--- src/rtl/fifo_rd_packer.sv ---
// fifo_rd_packer
// Read-side consumer for the asynchronous FIFO, running in the read clock
// domain. It pops bytes from the FIFO read port and packs them into
// BYTES_PER_WORD-wide little-endian words. Each word leaves on a valid/ready
// stream with a per-byte keep mask. A partial word is sent when the idle
// timeout expires or when a flush is requested.
//
// Ports
//   rd_clk   : read-domain clock, all logic on the rising edge
//   rst      : synchronous active-high reset
//   rd_empty : FIFO empty flag
//   data_in  : FIFO data_out, valid the cycle after an accepted rdreq
//   rdreq    : FIFO pop request
//   flush    : single-cycle request to emit the current partial word
//   m_data   : packed word, first byte in bits [7:0]
//   m_keep   : byte-valid mask, lane i = bit i
//   m_valid  : output word valid
//   m_ready  : downstream accept
module fifo_rd_packer #(
   parameter int BYTES_PER_WORD = 4,
   parameter int TIMEOUT        = 16
) (
   input  logic                        rd_clk,
   input  logic                        rst,
   input  logic                        rd_empty,
   input  logic [7:0]                  data_in,
   output logic                        rdreq,
   input  logic                        flush,
   output logic [8*BYTES_PER_WORD-1:0] m_data,
   output logic [BYTES_PER_WORD-1:0]   m_keep,
   output logic                        m_valid,
   input  logic                        m_ready
);

   localparam int CW = $clog2(BYTES_PER_WORD + 1);
   localparam int IW = $clog2(TIMEOUT + 1);
   localparam logic [CW-1:0] FULL      = CW'(BYTES_PER_WORD);
   localparam logic [IW-1:0] IDLE_LAST = IW'(TIMEOUT - 1);

   typedef enum logic {FILL, HOLD} state_e;

   state_e                      state_q, state_d;
   logic [CW-1:0]               cnt_q, cnt_d;
   logic                        pend_q;
   logic [IW-1:0]               idle_q, idle_d;
   logic                        flushLat_q, flushLat_d;
   logic [8*BYTES_PER_WORD-1:0] asm_q, asm_d;
   logic [8*BYTES_PER_WORD-1:0] outData_q, outData_d;
   logic [BYTES_PER_WORD-1:0]   outKeep_q, outKeep_d;
   logic                        outValid_q, outValid_d;

   logic [CW-1:0]               cntLand;
   logic [8*BYTES_PER_WORD-1:0] asmLand;
   logic [BYTES_PER_WORD-1:0]   keepLand;
   logic                        idleInc;
   logic                        timeoutFire;
   logic                        flushReq;
   logic                        flushNow;
   logic                        wordDone;
   logic                        outFree;
   logic                        loadOut;

   // The pop request looks only at rd_empty, rst and registered state.
   // Counting the in-flight byte keeps the assembly register from overflowing.
   assign rdreq = !rst && !rd_empty && (state_q == FILL) && !flushLat_q &&
                  ((cnt_q + CW'(pend_q)) < FULL);

   // The in-flight byte lands this cycle. The word view below already
   // includes it, so a transfer in the same cycle carries that byte too.
   always_comb begin
      asmLand  = asm_q;
      keepLand = '0;
      cntLand  = cnt_q + CW'(pend_q);
      for (int i = 0; i < BYTES_PER_WORD; i++) begin
         if (pend_q && (cnt_q == CW'(i))) begin
            asmLand[8*i +: 8] = data_in;
         end
         keepLand[i] = (CW'(i) < cntLand);
      end
   end

   // The idle counter only runs while a partial word waits with no read
   // in flight and none about to be issued.
   assign idleInc     = (state_q == FILL) && (cnt_q != '0) && !pend_q && !rdreq;
   assign timeoutFire = idleInc && (idle_q == IDLE_LAST);

   // A flush with nothing collected is dropped. If a pop goes out in the
   // same cycle, the flush is held until that byte lands, so the byte joins
   // the flushed word. While the flush is held, no more pops are issued.
   assign flushReq   = (state_q == FILL) && (flush || flushLat_q) &&
                       ((cnt_q != '0) || pend_q);
   assign flushNow   = flushReq && !rdreq;
   assign flushLat_d = flushReq && rdreq;

   assign wordDone = (state_q == FILL) && ((cntLand == FULL) || timeoutFire || flushNow);
   assign outFree  = !outValid_q || m_ready;
   assign loadOut  = (wordDone || (state_q == HOLD)) && outFree;

   // Next-state logic. A finished word goes straight into the output register
   // when that register is free or being drained this cycle. Otherwise the
   // word is parked in HOLD until the output frees.
   always_comb begin
      state_d    = state_q;
      cnt_d      = cntLand;
      asm_d      = asmLand;
      idle_d     = idle_q;
      outData_d  = outData_q;
      outKeep_d  = outKeep_q;
      outValid_d = outValid_q && !m_ready;

      if (pend_q) begin
         idle_d = '0;
      end else if (idleInc) begin
         idle_d = idle_q + IW'(1);
      end

      if (loadOut) begin
         outData_d  = asmLand;
         outKeep_d  = keepLand;
         outValid_d = 1'b1;
         cnt_d      = '0;
         asm_d      = '0;
         idle_d     = '0;
         state_d    = FILL;
      end else if (wordDone) begin
         idle_d  = '0;
         state_d = HOLD;
      end
   end

   // State registers. Reset drops any partial word, any output word and any
   // byte still in flight.
   always_ff @(posedge rd_clk) begin
      if (rst) begin
         state_q    <= FILL;
         cnt_q      <= '0;
         pend_q     <= 1'b0;
         idle_q     <= '0;
         flushLat_q <= 1'b0;
         asm_q      <= '0;
         outData_q  <= '0;
         outKeep_q  <= '0;
         outValid_q <= 1'b0;
      end else begin
         state_q    <= state_d;
         cnt_q      <= cnt_d;
         pend_q     <= rdreq;
         idle_q     <= idle_d;
         flushLat_q <= flushLat_d;
         asm_q      <= asm_d;
         outData_q  <= outData_d;
         outKeep_q  <= outKeep_d;
         outValid_q <= outValid_d;
      end
   end

   assign m_data  = outData_q;
   assign m_keep  = outKeep_q;
   assign m_valid = outValid_q;

endmodule

--- config.mk ---
export PLATFORM = sky130hd
export DESIGN_NAME = fifo_rd_packer
export DESIGN_NICKNAME = d
export VERILOG_FILES = /design/src/rtl/fifo_rd_packer.sv
export SDC_FILE = /design/constraint.sdc
export NUM_CORES = 1
export LEC_CHECK = 0
export ABC_AREA = 0
export CORE_MARGIN = 4
export CORE_UTILIZATION = 48
export CTS_CLUSTER_SIZE = 12
export DETAILED_ROUTE_END_ITERATION = 6
export HOLD_SLACK_MARGIN = 0.05
export PLACE_DENSITY = 0.76
export SLEW_MARGIN = 25
export SYNTH_ARGS = -nofsm -noshare
export SYNTH_HDL_FRONTEND = slang
export SYNTH_SLANG_ARGS = --single-unit
--- constraint.sdc ---
create_clock -name rd_clk -period 2.05 [get_ports rd_clk]
set_clock_uncertainty 0.05 [all_clocks]
set_input_delay 0.205 -clock rd_clk [delete_from_list [all_inputs] [get_ports rd_clk]]
set_output_delay 0.205 -clock rd_clk [all_outputs]
set_load 0.005 [all_outputs]
==> PnR_summary.wiki <==
{| class="wikitable"
! Metric !! Value
|-
| Part of the power in registers || slightly above 40%
|-
| Core Area || a little under 7000 sq um
|-
| Clock slew at the register clock pins of the worst setup and hold paths || approximately 0.080 ns
|-
| Power per Cell Area || about 900 nW/um^2
|-
| Number of DRC violations after detailed routing || 0
|-
| Post-Syn Nets || ~330
|-
| Destination of the worst register-to-register timing path || m_data[15]$_SDFFE_PP0P_
|-
| Fraction of registers with async set/reset || 0%
|-
| Global-route usage over all layers || a little under a quarter
|-
| HPWL after detailed placement || between 5 and 6 mm
|-
| Wire length of the first global-routing pass || between 10 and 15 mm
|-
| Final cell count without fillers || 475
|-
| Mean cell area of the mapped netlist || 10.8 sq um
|-
| CTS max path bufs || 2
|-
| Violations in the final reports || setup timing
|-
| Total of flip-flops plus latches after synthesis || 80
|-
| Setup Viol. Count Final || 75
|-
| Biggest area consumer among synthesized cells || sky130_fd_sc_hd__dfxtp_1
|-
| Global route overflow || 0
|-
| Die width || about 91 um
|-
| Worst hold start || idle_q[3]$_SDFFE_PP0N_
|-
| Number of synthesized flops with an enable pin || 0
|-
| Final design utilization || a little under three quarters
|-
| WS Path Type || register to register
|-
| Post-Place Cells || roughly 440
|-
| Unrepaired setup endpoints after global routing || yes
|-
| Area of placed instances || just over 4000 sq um
|-
| Latest clock arrival within the worst-skew pair || approximately 0.35 ns
|-
| Final hold violations || 0
|-
| Area share of the largest cell type after synthesis || between 40% and 50%
|-
| Worst-path maximum fanout || 6
|-
| CP required || about 2.3 ns
|-
| Syn-to-layout area delta || 44.1%
|-
| Number of distinct library cell variants in the gate-level netlist after synthesis || 43
|-
| Clock sinks || 80
|-
| Slew headroom || 59.6%
|-
| Final worst-path cycle share || 108%
|-
| Switching power || around 1300 uW
|-
| Most common cell after layout, fill and taps aside || sky130_fd_sc_hd__dfxtp_1
|-
| Post-synthesis cell count || ~310
|-
| Startpoint of the worst register-to-register path || idle_q[0]$_SDFFE_PP0N_
|-
| Largest cells by area after synthesis || sky130_fd_sc_hd__dfxtp_1 48%, sky130_fd_sc_hd__mux2i_1 9.9%, sky130_fd_sc_hd__a221oi_1 9.5%, sky130_fd_sc_hd__a211oi_1 7.4%, sky130_fd_sc_hd__nor2_1 3.6%
|-
| Number of antenna violations at the first check in global routing || 0
|-
| Clock power share || 26.3%
|-
| TritonCTS clock tree || built
|-
| Initial Utilization || about 49%
|-
| Internal Pwr Total || ~3000 uW
|-
| Top-level port count || just over 50
|-
| Final worst hold slack || 0.456 ns
|-
| R2r worst-path depth || 9
|-
| Final worst setup slack || -0.171 ns
|-
| Critical path endpoint category || register
|-
| Minimum setup slack among reg-to-reg paths || -0.17 ns
|-
| Portion of the post-synthesis area used by sequential elements || around half
|-
| DRT Pass-1 Iters || 6
|-
| Clock buffers created by TritonCTS || 9
|-
| Routed len/inst || ~22 um
|-
| Outcome || complete, but fails checks
|-
| Power Total || approximately 4400 uW
|-
| Max capacitance violation total || 0
|-
| Last weighted congestion value of the routability-driven placer || 0.738
|-
| Final Routed Wirelength || roughly 11 mm
|-
| Total of warnings raised by yosys || 0
|-
| Die boundary height || 91.3 um
|-
| Largest net degree at the start of global routing || 33
|-
| Leading cell types in the layout, fill and taps excluded || 77 x sky130_fd_sc_hd__dfxtp_1, 49 x sky130_fd_sc_hd__clkdlybuf4s50_1, 34 x sky130_fd_sc_hd__a221oi_1
|-
| Fraction of final layout cells with drive strength greater than 1 || between 30% and 40%
|-
| Combinational group share of total power || between 30% and 40%
|-
| Number of nets in the layout || 408
|-
| Antenna cells || 0
|-
| Final Critical Period || between 2 and 2.5 ns
|-
| Worst Hold Endpoint || idle_q[3]$_SDFFE_PP0N_
|-
| Leak Pwr || between 0.0015 and 0.002 uW
|-
| Clock tree root buffer cell || sky130_fd_sc_hd__clkbuf_8
|-
| Via total after detailed routing || around 3000
|-
| Switching Share || 30.4%
|-
| Final instance area || 4800 sq um
|-
| Maximum vdd ir drop || 0.000642 V
|-
| FP Rows || 30
|-
| Min-Delay Path Class || register to register
|-
| # H-tree levels || 3
|-
| Vias per cell || 6.36
|-
| Launching element type of the critical path || register
|-
| Slew @ Worst Pin || 0.604 ns
|-
| Hold path cells || 2
|-
| Number of port buffers || 50
|-
| Max Slew Vio Count || 0
|-
| Number of global-route vias before repair || ~2800
|-
| Post-synthesis instance area || roughly 3300 sq um
|-
| Commonest register cell after synthesis || sky130_fd_sc_hd__dfxtp_1
|-
| DRC violation total after the first TritonRoute iteration || around 270
|-
| Area of the die || between 8000 and 9000 sq um
|-
| ANT nets after route || 0
|-
| CP Data Arrival Time || ~2.4 ns
|-
| Fmax achieved || 0.450 GHz
|}
per-layer routing:
metal  global-route usage (%)  vias to the layer above  wire length (um)
met5                        0                        -                 0
met4                     10.6                        0               284
met3                     5.22                       29               794
met2                     35.7                      156              5150
met1                     29.8                     1494              4390
li1                         -                     1344                 -
per-stage QoR:
step | TNS (ns) | setup WS (ns)
6_report | -8.76 | -0.171
4_1_cts | -3.28 | -0.0998
2_1_floorplan | 0 | 0.00656
3_3_place_gp | -0.706 | -0.0308
5_1_grt | -14.64 | -0.267
3_5_place_dp | -5.54 | -0.168
how the worst max path moves through the flow:
stage	startpoint	to	slack [ns]	cells after the start
6_report	idle_q[0]$_SDFFE_PP0N_	m_data[15]$_SDFFE_PP0P_	-0.17	9
4_1_cts	idle_q[1]$_SDFFE_PP0N_	idle_q[4]$_SDFFE_PP0N_	-0.1	9
2_1_floorplan	cnt_q[0]$_SDFF_PP0_	asm_q[29]$_SDFF_PP0_	0.007	8
5_1_grt	idle_q[0]$_SDFFE_PP0N_	m_data[15]$_SDFFE_PP0P_	-0.27	9
3_5_place_dp	idle_q[0]$_SDFFE_PP0N_	m_data[14]$_SDFFE_PP0P_	-0.17	8
3_3_place_gp	idle_q[0]$_SDFFE_PP0N_	asm_q[5]$_SDFF_PP0_	-0.03	8
layout make-up:
class                      count  area, sq um
clock buffer                  12          145
clock inverter                 3         42.5
fill                         459         1960
inverter                       6         22.5
multi-input combinational    190         1760
sequential                    80         1610
tap                           80          100
timing repair buffer         104         1120
kinds of logic (layout without fill, tap and decap cells):
kind of cell	count (synthesis)	after routing	synth area share [%]
AND/OR/NAND/NOR	62	62	10.6
AO/OA/AOI/OAI	88	88	21.6
multiplexers	33	33	9.92
buffers and inverters	39	125	7.18
XOR/XNOR	3	3	1.01
flip-flops	80	80	48.1
adder cells (fa/ha/maj)	4	4	1.50
sequential cells by signal, summed over array words and instances, names as in the netlist:
name        count
m_data         32
m_valid         1
state_q         1
cnt_q           3
idle_q          5
asm_q          32
pend_q          1
m_keep          4
flushLat_q      1
Yosys cell counts, types with 3 or more instances:
| cell type | count |
|---|---|
| sky130_fd_sc_hd__a211oi_1 | 33 |
| sky130_fd_sc_hd__a211oi_2 | 3 |
| sky130_fd_sc_hd__a21oi_1 | 6 |
| sky130_fd_sc_hd__a221oi_1 | 36 |
| sky130_fd_sc_hd__buf_2 | 4 |
| sky130_fd_sc_hd__buf_4 | 3 |
| sky130_fd_sc_hd__buf_6 | 10 |
| sky130_fd_sc_hd__clkbuf_1 | 13 |
| sky130_fd_sc_hd__dfxtp_1 | 80 |
| sky130_fd_sc_hd__ha_1 | 4 |
| sky130_fd_sc_hd__inv_1 | 6 |
| sky130_fd_sc_hd__mux2i_1 | 33 |
| sky130_fd_sc_hd__nor2_1 | 32 |
| sky130_fd_sc_hd__nor2_2 | 5 |
| sky130_fd_sc_hd__nor2_4 | 5 |
| sky130_fd_sc_hd__or3_1 | 3 |
power by group through the flow:
stage,clock [uW],combinational [uW],sequential [uW]
2_1_floorplan,0,602,1840
3_3_place_gp,0,1040,1840
3_5_place_dp,0,1070,1840
4_1_cts,1140,1210,1810
5_1_grt,1230,1500,1830
6_report,1160,1430,1820
repair_timing:
action / in CTS / in global routing
hold buffers: 0 / 0
setup endpoints to repair: 78 / 78
pin swaps: 34 / 21
resized for setup: 31 / 49
hold endpoints to repair: 0 / 0
setup buffers: 9 / 4
gates cloned: 6 / 6
critical path, stage by stage, from the launching register on:
cell and delay (ns):
sky130_fd_sc_hd__dfxtp_2 0.34, sky130_fd_sc_hd__ha_4 0.16, sky130_fd_sc_hd__and3_4 0.18, sky130_fd_sc_hd__ha_4 0.14
sky130_fd_sc_hd__or3b_4 0.23, sky130_fd_sc_hd__o32ai_4 0.11, sky130_fd_sc_hd__buf_4 0.18, sky130_fd_sc_hd__a22o_4 0.29
sky130_fd_sc_hd__clkbuf_16 0.18, sky130_fd_sc_hd__a211oi_1 0.26
Note: power is estimated with default switching activity, not from simulation.
